===== src/rtl/phase_sequencer_if.sv =====
// rtl/phase_sequencer_if.sv - control, wait-request and phase-strobe bundle of the phase sequencer
`timescale 1ns/1ps

interface phase_sequencer_if #(
   parameter int PHASES      = 3,
   parameter int CHANNELS    = 4,
   parameter int COUNT_WIDTH = 16
);
   localparam int PW = (PHASES > 1) ? $clog2(PHASES) : 1;
   localparam int CW = (CHANNELS > 1) ? $clog2(CHANNELS) : 1;

   logic                   enable;
   logic                   run_mode;
   logic                   step;
   logic [CHANNELS-1:0]    wait_req;
   logic                   clear_timeout;
   logic [PHASES-1:0]      out;
   logic [PW-1:0]          phase;
   logic [COUNT_WIDTH-1:0] cycle_count;
   logic                   running;
   logic                   stalled;
   logic                   timeout;
   logic [CW-1:0]          timeout_ch;

   // master: the sequencer that issues strobes; slave: the bus agents and controller
   modport master (
      input  enable, run_mode, step, wait_req, clear_timeout,
      output out, phase, cycle_count, running, stalled, timeout, timeout_ch
   );

   modport slave (
      output enable, run_mode, step, wait_req, clear_timeout,
      input  out, phase, cycle_count, running, stalled, timeout, timeout_ch
   );
endinterface


===== src/rtl/phase_sequencer.sv =====
// rtl/phase_sequencer.sv - one-hot bus phase strobe generator with wait states, single-step and cycle counter
`timescale 1ns/1ps

module phase_sequencer #(
   parameter int PHASES      = 3,
   parameter int CHANNELS    = 4,
   parameter int WAIT_PHASE  = 1,
   parameter int WAIT_MAX    = 15,
   parameter int COUNT_WIDTH = 16
) (
   input  logic              clk,
   input  logic              reset,
   phase_sequencer_if.master bus
);
   localparam int PW  = (PHASES > 1) ? $clog2(PHASES) : 1;
   localparam int CW  = (CHANNELS > 1) ? $clog2(CHANNELS) : 1;
   localparam int WCW = $clog2(WAIT_MAX + 1);

   localparam logic [PW-1:0]  WAIT_IDX = PW'(WAIT_PHASE);
   localparam logic [PW-1:0]  LAST_IDX = PW'(PHASES - 1);
   localparam logic [WCW-1:0] WAIT_LIM = WCW'(WAIT_MAX);

   typedef enum logic [1:0] {IDLE, RUN, STALL, HOLD} state_t;

   state_t                 state_q, state_d;
   logic [PW-1:0]          phase_q, phase_d;
   logic [PHASES-1:0]      out_q, out_d;
   logic [COUNT_WIDTH-1:0] count_q, count_d;
   logic [WCW-1:0]         wait_cnt_q, wait_cnt_d;
   logic                   running_q, running_d;
   logic                   stalled_q, stalled_d;
   logic                   timeout_q, timeout_d;
   logic [CW-1:0]          timeout_ch_q, timeout_ch_d;
   logic                   step_q, step_d;

   logic                   issue;
   logic                   step_rise;
   logic                   any_wait;
   logic [CW-1:0]          lowest_ch;

   assign step_rise = bus.step & ~step_q;
   assign any_wait  = |bus.wait_req;

   always_comb begin
      lowest_ch = '0;
      for (int i = CHANNELS - 1; i >= 0; i--) begin
         if (bus.wait_req[i]) lowest_ch = CW'(i);
      end
   end

   always_comb begin
      state_d      = state_q;
      phase_d      = phase_q;
      out_d        = '0;
      count_d      = count_q;
      wait_cnt_d   = wait_cnt_q;
      step_d       = bus.step;
      timeout_d    = bus.clear_timeout ? 1'b0 : timeout_q;
      timeout_ch_d = bus.clear_timeout ? '0 : timeout_ch_q;
      issue        = 1'b0;

      case (state_q)
         IDLE: begin
            if (bus.enable) state_d = bus.run_mode ? RUN : HOLD;
         end
         HOLD: begin
            if (!bus.enable)                       state_d = IDLE;
            else if (bus.run_mode || step_rise)    state_d = RUN;
         end
         RUN: begin
            if (phase_q == WAIT_IDX && any_wait) begin
               state_d    = STALL;
               wait_cnt_d = WCW'(1);
            end else begin
               issue = 1'b1;
            end
         end
         STALL: begin
            if (!any_wait) begin
               issue = 1'b1;
            end else if (wait_cnt_q == WAIT_LIM) begin
               // forced advance; a same-cycle clear_timeout loses to the new timeout
               issue        = 1'b1;
               timeout_d    = 1'b1;
               timeout_ch_d = lowest_ch;
            end else begin
               wait_cnt_d = wait_cnt_q + WCW'(1);
            end
         end
         default: state_d = IDLE;
      endcase

      if (issue) begin
         out_d      = PHASES'(1) << phase_q;
         wait_cnt_d = '0;
         if (phase_q == LAST_IDX) begin
            // cycle boundary: the only point where enable and run_mode take effect
            phase_d = '0;
            count_d = count_q + COUNT_WIDTH'(1);
            if (!bus.enable)        state_d = IDLE;
            else if (!bus.run_mode) state_d = HOLD;
            else                    state_d = RUN;
         end else begin
            phase_d = phase_q + PW'(1);
            state_d = RUN;
         end
      end

      running_d = (state_d == RUN) || (state_d == STALL);
      stalled_d = (state_d == STALL);
   end

   always_ff @(posedge clk or negedge reset) begin
      if (!reset) begin
         state_q      <= IDLE;
         phase_q      <= '0;
         out_q        <= '0;
         count_q      <= '0;
         wait_cnt_q   <= '0;
         running_q    <= 1'b0;
         stalled_q    <= 1'b0;
         timeout_q    <= 1'b0;
         timeout_ch_q <= '0;
         step_q       <= 1'b0;
      end else begin
         state_q      <= state_d;
         phase_q      <= phase_d;
         out_q        <= out_d;
         count_q      <= count_d;
         wait_cnt_q   <= wait_cnt_d;
         running_q    <= running_d;
         stalled_q    <= stalled_d;
         timeout_q    <= timeout_d;
         timeout_ch_q <= timeout_ch_d;
         step_q       <= step_d;
      end
   end

   assign bus.out         = out_q;
   assign bus.phase       = phase_q;
   assign bus.cycle_count = count_q;
   assign bus.running     = running_q;
   assign bus.stalled     = stalled_q;
   assign bus.timeout     = timeout_q;
   assign bus.timeout_ch  = timeout_ch_q;
endmodule

===== src/flat_wrapper.sv =====
// flat-port wrapper written by rule: the top's interface ports become plain ports
module phase_sequencer_flat 
#(
   parameter int PHASES      = 3,
   parameter int CHANNELS    = 4,
   parameter int WAIT_PHASE  = 1,
   parameter int WAIT_MAX    = 15,
   parameter int COUNT_WIDTH = 16
)
  (clk, reset, bus_enable, bus_run_mode, bus_step, bus_wait_req, bus_clear_timeout, bus_out, bus_phase, bus_cycle_count, bus_running, bus_stalled, bus_timeout, bus_timeout_ch);
  phase_sequencer_if #(.PHASES(PHASES), .CHANNELS(CHANNELS), .COUNT_WIDTH(COUNT_WIDTH)) bus_i ();
  input  logic clk;
  input  logic reset;
  input wire logic [$bits(bus_i.enable)-1:0] bus_enable;
  input wire logic [$bits(bus_i.run_mode)-1:0] bus_run_mode;
  input wire logic [$bits(bus_i.step)-1:0] bus_step;
  input wire logic [$bits(bus_i.wait_req)-1:0] bus_wait_req;
  input wire logic [$bits(bus_i.clear_timeout)-1:0] bus_clear_timeout;
  output wire logic [$bits(bus_i.out)-1:0] bus_out;
  output wire logic [$bits(bus_i.phase)-1:0] bus_phase;
  output wire logic [$bits(bus_i.cycle_count)-1:0] bus_cycle_count;
  output wire logic [$bits(bus_i.running)-1:0] bus_running;
  output wire logic [$bits(bus_i.stalled)-1:0] bus_stalled;
  output wire logic [$bits(bus_i.timeout)-1:0] bus_timeout;
  output wire logic [$bits(bus_i.timeout_ch)-1:0] bus_timeout_ch;
  assign bus_i.enable = bus_enable;
  assign bus_i.run_mode = bus_run_mode;
  assign bus_i.step = bus_step;
  assign bus_i.wait_req = bus_wait_req;
  assign bus_i.clear_timeout = bus_clear_timeout;
  assign bus_out = bus_i.out;
  assign bus_phase = bus_i.phase;
  assign bus_cycle_count = bus_i.cycle_count;
  assign bus_running = bus_i.running;
  assign bus_stalled = bus_i.stalled;
  assign bus_timeout = bus_i.timeout;
  assign bus_timeout_ch = bus_i.timeout_ch;
  phase_sequencer #(.PHASES(PHASES), .CHANNELS(CHANNELS), .WAIT_PHASE(WAIT_PHASE), .WAIT_MAX(WAIT_MAX), .COUNT_WIDTH(COUNT_WIDTH)) u_core (.clk(clk), .reset(reset), .bus(bus_i));
endmodule

===== config.mk =====
export PLATFORM = sky130hd
export DESIGN_NAME = phase_sequencer_flat
export DESIGN_NICKNAME = d
export VERILOG_FILES = /design/src/rtl/phase_sequencer_if.sv /design/src/rtl/phase_sequencer.sv /design/src/flat_wrapper.sv
export SDC_FILE = /design/constraint.sdc
export NUM_CORES = 1
export LEC_CHECK = 0
export ABC_AREA = 1
export BUFFER_PORTS_ARGS = -buffer_cell sky130_fd_sc_hd__clkbuf_2
export CAP_MARGIN = 20
export CORE_MARGIN = 4
export CORE_UTILIZATION = 51
export CTS_BUF_LIST = sky130_fd_sc_hd__clkbuf_4
export DETAILED_ROUTE_END_ITERATION = 8
export PLACE_DENSITY = 0.77
export SKIP_CTS_REPAIR_TIMING = 1
export SLEW_MARGIN = 10
export SYNTH_ARGS = -nofsm -noshare
export SYNTH_HDL_FRONTEND = slang
export SYNTH_SLANG_ARGS = --single-unit

===== constraint.sdc =====
create_clock -name clk -period 1.92 [get_ports clk]
set_input_delay 0.288 -clock clk [delete_from_list [all_inputs] [get_ports clk]]
set_output_delay 0.288 -clock clk [all_outputs]
set_load 0.1 [all_outputs]

==> results of run 1 <==
report_power, final:
part,switching [mW],leakage (nW),internal [mW],total (mW)
logic,1.07,0.689,0.336,1.40
clock network,0.238,0.0338,0.169,0.406
registers,0.101,0.435,0.824,0.925
cell families after synthesis:
logic type | synth area share
and+or+nand+nor | 0.319
DFF | 0.439
buffers and inverters | 0.0792
AOI/OAI and AO/OA | 0.0486
xor gates and xnor gates | 0.0606
adders and majority gates | 0.0533
metal layers:
metal	share of wire	vias to the layer above
li1	-	819
met1	0.47	711
met2	0.46	30
met3	0.043	10
met4	0.026	0
met5	0	-
state kept, by name, summed over array words and instances (netlist names):
| name | flops |
|---|---|
| u_core.bus.timeout_ch | 2 |
| u_core.step_q | 1 |
| u_core.bus.stalled | 1 |
| u_core.bus.running | 1 |
| u_core.state_q | 2 |
| u_core.bus.cycle_count | 16 |
| u_core.bus.out | 3 |
| u_core.bus.phase | 2 |
| u_core.wait_cnt_q | 4 |
| u_core.bus.timeout | 1 |
per-stage QoR:
step            util  total power [mW]  cell area [um^2]  setup TNS (ns)
2_1_floorplan      -              2.08              1890          -0.106
3_3_place_gp   0.611              2.30              2100               0
3_5_place_dp   0.611              2.33              2100               0
4_1_cts        0.627              2.74              2160               0
5_1_grt        0.632              2.92              2180     -0.00000977
6_report       0.632              2.73              2180               0
cell type report:
cell class	instances	area, um^2
fill	330	1270
multi-input combinational	173	905
sequential	33	833
timing repair buffer	41	223
inverter	27	101
tap	46	57.6
clock buffer	7	52.6
clock inverter	1	3.75
final timing paths:
| path | from | end | cells past startpoint |
|---|---|---|---|
| worst min-delay path | bus_step | u_core.step_q | 1 |
| worst max-delay path | u_core.state_q[0] | u_core.bus.running | 10 |
| worst min register to register | u_core.bus.timeout | u_core.bus.timeout | 2 |
| worst max register to register | u_core.state_q[0] | u_core.bus.running | 10 |
| min in group asynchronous | reset | u_core.bus.timeout | 2 |
| max in group asynchronous | reset | u_core.state_q[1] | 3 |
layout by cell type (no fill, tap or decap), drive strengths merged, types with 7 or more instances in the layout:
master / netlist / layout
clkbuf: 0 / 42
inv: 27 / 27
xnor2: 7 / 7
nor2: 22 / 22
dfrtp: 33 / 33
nand2: 89 / 89
nand3: 17 / 17
o21ai: 11 / 11
ha: 8 / 8
==> run_results.csv, run 1 <==
group,metric,value,unit
status,result_of_the_run,"completed",
synth,synth.ff_latch_count,33,
final_layout,drive_above_1_share,0.252,
critical_path,path_class,"reg -> reg",
critical_path,timing.critical_path.slowest_cell_delay,0.41,ns
global_routing,grt_use_met2,0.300,
sta,clock-skew-final,0.00518,ns
critical_path,cp_startpoint_kind,"flop",
critical_path,arrival,2.01,ns
critical_path,timing.reg2reg.setup_slack,0.17,ns
sta,fin_crit_period,1.75,ns
sta,hold_violations,0,
floorplanning,design.portCount,36,
synth,yosys-top-cells-count,"sky130_fd_sc_hd__nand2_1 (77), sky130_fd_sc_hd__dfrtp_1 (33), sky130_fd_sc_hd__inv_1 (26), sky130_fd_sc_hd__nor2_1 (20), sky130_fd_sc_hd__nand3_1 (15)",
global_routing,global_route.peak_usage_layer,"met2",
critical_path,crit_path_cell_trace,"inv_1, ha_1, nand3_2, nand2_4, nand2_4, inv_2, nand2_1, nand2_1, ha_1, inv_1",
drt,routedWlPerCell,11.7,um
sta,min_period_over_period,0.912,
drt,drt-initial-drc-count,135,
clock_tree,tritoncts_clock_tree,"done",
drt,num_vias,1570,
placement,placement.io_buffers,35,
synth,seq_area_frac_synth,0.439,
synth,dominant_cell_by_count_in_the_synthesized_netlist,"sky130_fd_sc_hd__nand2_1",
global_routing,grt_usage,0.188,
synth,yosys-top-cells-area,"sky130_fd_sc_hd__dfrtp_1 (44%), sky130_fd_sc_hd__nand2_1 (15%), sky130_fd_sc_hd__ha_1 (5.3%)",
synth,synth_enable_flop_cells,0,
clock_tree,numCtsBuffers,5,
synth,synth_cell_type_count,25,
worst_hold_path,worstHoldPathType,"in -> reg",
critical_path,crit_slowest_cell,"sky130_fd_sc_hd__dfrtp_1",
sta,final-max-slew-violation-count,0,
critical_path,critical_path_required,2.18,ns
clock_tree,clkTransAtPathRegs,0.10,ns
floorplanning,area_enclosed_by_the_die_boundary,0.00472,mm^2
power,pwr_density_cell,1260,mW/mm^2
synth,mappedNetlistArea,0.00188,mm^2
synth,netlist.area_leader.share,0.439,
global_routing,grt_start_max_net_pins,25,
placement,place_ws,0.162,ns
clock_tree,tritoncts_num_sinks,33,
drt,viasPerCell,4.79,
floorplanning,width_of_the_die,68.7,um
critical_path,critPathTopFamily,"adder cells",
global_routing,antenna_found_initial,0,
critical_path,worstSetupEndpointType,"flop",
critical_path,crit_path_max_fanout,8,
global_routing,grt_overflow_total,0,
final_layout,layout-area-overhead-vs-synth,15.8,%
clock_tree,cts-htree-levels,2,
sta,slew_headroom,0.601,
drt,first_pass_iters,4,
synth,yosys_warnings,0,
synth,dominantRegCellSynth,"sky130_fd_sc_hd__dfrtp_1",
global_routing,groute.layer.met1.usage,0.244,
synth,yosysTopAreaCell,"sky130_fd_sc_hd__dfrtp_1",
synth,synthCells,237,
critical_path,path_buf_inv,3,
placement,globalplace.congestion,0.838,
drt,detail_route.wirelength,3840,um
placement,placedCellCount,318,
power,peakVddDrop,0.906,mV
clock_tree,ctsLongestPathBuffers,2,
placement,hpwlAfterDp,2910,um
sta,achievable-frequency,571,MHz
sta,fin_worst_hold_slack,0.0540,ns
clock_tree,worst_skew_pair.late_latency,0.35,ns
global_routing,grt_pass1_vias,1489,
synth,mappedNetlistNets,255,
floorplanning,floorplan.initialDensity,0.546,
global_routing,grtUsageMet3,0.0340,
power,total_leakage_power,1.16,nW
clock_tree,clock-root-buffer,"sky130_fd_sc_hd__clkbuf_4",
sta,timing.final.setup_violations,0,
sta,transition_time_at_the_pin_with_the_least_slew_margin,0.598,ns
floorplanning,core_area,0.00344,mm^2
floorplanning,die-height,68.7,um
floorplanning,std_cell_rows,21,
sta,setup_ws,0.169,ns
final_layout,antenna_cells,0,
drt,remaining_drc_errors,0,
global_routing,grt_pass1_wl,6530,um
final_layout,nNetsFinal,299,
final_layout,finalNonFillerCells,328,
job,maxCapViolations,0,
synth,syn-mean-instance-area,7.93,um^2
drt,antenna_violating_nets_post_route,0,
synth,synthArstFlopShare,1.00,
No activity file was read; power rests on OpenSTA's default activity.
==> run 2, diff against run 1 <==
--- a/config.mk
+++ b/config.mk
@@ -6,11 +6,12 @@
 export NUM_CORES = 1
 export LEC_CHECK = 0
 export ABC_AREA = 1
-export BUFFER_PORTS_ARGS = -buffer_cell sky130_fd_sc_hd__clkbuf_2
+export BUFFER_PORTS_ARGS = -buffer_cell sky130_fd_sc_hd__buf_2
 export CAP_MARGIN = 20
 export CORE_MARGIN = 4
 export CORE_UTILIZATION = 51
 export CTS_BUF_LIST = sky130_fd_sc_hd__clkbuf_4
+export CTS_CLUSTER_DIAMETER = 120
 export DETAILED_ROUTE_END_ITERATION = 8
 export PLACE_DENSITY = 0.77
 export SKIP_CTS_REPAIR_TIMING = 1
==> run_results.csv, run 2 (same netlist as run 1, synthesis figures left out) <==
group,metric,value,unit
status,result_of_the_run,"complete, but fails checks",
status,failed_checks,"negative hold slack",
final_layout,final_util,0.625,
critical_path,regToRegStartpoint,"u_core.state_q[0]",
worst_hold_path,worstHoldPathType,"in -> async",
final_layout,fin_area,0.00215,mm^2
global_routing,grt_pass1_vias,1383,
power,power_frac_seq,0.343,
floorplanning,design.portCount,36,
final_layout,finalNonFillerCells,325,
global_routing,grt_overflow_total,0,
placement,placedCellCount,317,
final_layout,antenna_cells,0,
critical_path,critical_path_required,2.16,ns
floorplanning,std_cell_rows,21,
clock_tree,clkTransAtPathRegs,0.11,ns
critical_path,reg2reg_depth,10,
floorplanning,core_area,0.00344,mm^2
drt,drt-initial-drc-count,78,
sta,clock-skew-final,0.0158,ns
critical_path,timing.critical_path.slowest_cell_delay,0.41,ns
placement,place_ws,0.127,ns
clock_tree,cts-htree-levels,2,
sta,min_period_over_period,0.926,
placement,hpwlAfterDp,2710,um
sta,fin_worst_hold_slack,-0.0114,ns
drt,detail_route.wirelength,3600,um
drt,first_pass_iters,4,
sta,achievable-frequency,562,MHz
final_layout,drive_above_1_share,0.251,
floorplanning,die-height,68.7,um
floorplanning,area_enclosed_by_the_die_boundary,0.00472,mm^2
critical_path,cp_startpoint_kind,"flop",
critical_path,crit_path_cell_trace,"inv_1, ha_1, nand3_2, nand2_4, nand2_4, inv_2, nand2_1, nand2_1, ha_1, inv_1",
power,combinationalPowerShare,0.512,
floorplanning,width_of_the_die,68.7,um
sta,hold_violations,13,
sta,slew_headroom,0.516,
clock_tree,tritoncts_num_sinks,33,
clock_tree,clock-root-buffer,"sky130_fd_sc_hd__clkbuf_4",
global_routing,groute.layer.met1.usage,0.222,
critical_path,worstSetupEndpointType,"flop",
final_layout,layout_commonest_cell,"sky130_fd_sc_hd__nand2_1",
critical_path,arrival,2.02,ns
global_routing,grt_start_max_net_pins,34,
global_routing,grtUsageMet3,0.0535,
power,total_power,2.69,mW
power,total_switching_power,1.38,mW
global_routing,antenna_found_initial,0,
power,cell_internal_pwr,1.30,mW
final_layout,nNetsFinal,296,
sta,timing.final.setup_violations,0,
sta,fin_crit_period,1.78,ns
clock_tree,ctsLongestPathBuffers,2,
critical_path,timing.reg2reg.setup_slack,0.14,ns
drt,antenna_violating_nets_post_route,0,
placement,placement.io_buffers,35,
global_routing,grt_pass1_wl,6150,um
power,swShare,0.516,
critical_path,reg2reg_to,"u_core.bus.running",
placement,postPlaceCellArea,0.00209,mm^2
global_routing,global_route.peak_usage_layer,"met2",
drt,num_vias,1552,
sta,final-max-slew-violation-count,0,
final_layout,layout-area-overhead-vs-synth,14.4,%
drt,viasPerCell,4.78,
critical_path,path_class,"reg -> reg",
sta,setup_ws,0.142,ns
global_routing,grt_usage,0.179,
critical_path,crit_slowest_cell,"sky130_fd_sc_hd__dfrtp_1",
clock_tree,numCtsBuffers,5,
drt,routedWlPerCell,11.1,um
global_routing,grt_use_met2,0.285,
sta,rsz0062_at_grt,"false",
critical_path,crit_path_max_fanout,9,
clock_tree,worst_skew_pair.late_latency,0.35,ns
power,p_clk_frac,0.145,
placement,globalplace.congestion,0.830,
sta,transition_time_at_the_pin_with_the_least_slew_margin,0.725,ns
power,total_leakage_power,1.16,nW
power,peakVddDrop,0.801,mV
clock_tree,tritoncts_clock_tree,"done",
drt,remaining_drc_errors,0,
power,pwr_density_cell,1250,mW/mm^2
job,maxCapViolations,0,
final_layout,max_reg_flops,16,
final_layout,commonest_cells_after_routing_fill_and_taps_aside,"sky130_fd_sc_hd__nand2_1 (77), sky130_fd_sc_hd__buf_2 (35), sky130_fd_sc_hd__dfrtp_1 (27)",
floorplanning,floorplan.initialDensity,0.546,
-- run 2: layout make-up --
class	count	area [um^2]
Sequential cell	33	833
Clock inverter	2	10.0
Timing Repair Buffer	38	198
Fill cell	311	1290
Inverter	27	101
Tap cell	46	57.6
Clock buffer	6	45.0
Multi-Input combinational cell	173	905
-- run 2: power groups by stage --
stage | Sequential (mW) | Combinational (mW) | Clock, mW
after floorplan | 1.46 | 0.618 | 0
after global placement | 0.929 | 1.37 | 0
after detailed placement | 0.932 | 1.39 | 0
after CTS | 0.921 | 1.39 | 0.410
after global routing | 0.935 | 1.50 | 0.448
final | 0.920 | 1.38 | 0.390
-- run 2: worst max-delay path by stage --
stage | start | to | slack, ns | cells past startpoint
after floorplan | u_core.bus.phase[1] | u_core.bus.running | -0.11 | 9
after global routing | u_core.state_q[0] | u_core.bus.running | 0.04 | 10
final | u_core.state_q[0] | u_core.bus.running | 0.14 | 10
after global placement | u_core.state_q[0] | u_core.bus.running | 0.21 | 10
after CTS | u_core.state_q[0] | u_core.bus.running | 0.13 | 10
after detailed placement | u_core.state_q[0] | u_core.bus.running | 0.13 | 10
-- run 2: through the flow --
step | hold slack (ns) | TNS (ns)
floorplan | -0.00759 | -0.106
global placement | 0.390 | 0
detailed placement | 0.398 | 0
CTS | 0.00340 | 0
global route | 0.0302 | 0
finish | -0.0114 | 0
-- run 2: worst max-delay path: cells and delay by family, from the launching register on --
kind                     cells  cell delay [ns]
adder cells (fa/ha/maj)      2             0.64
buffers and inverters        3             0.19
flip-flops                   1             0.41
AND/OR/NAND/NOR              5             0.44
-- run 2: routing by layer --
metal | wire [um] | up-vias
met3 | 180 | 6
li1 | - | 819
met5 | 0 | -
met1 | 1700 | 695
met2 | 1650 | 32
met4 | 68 | 0
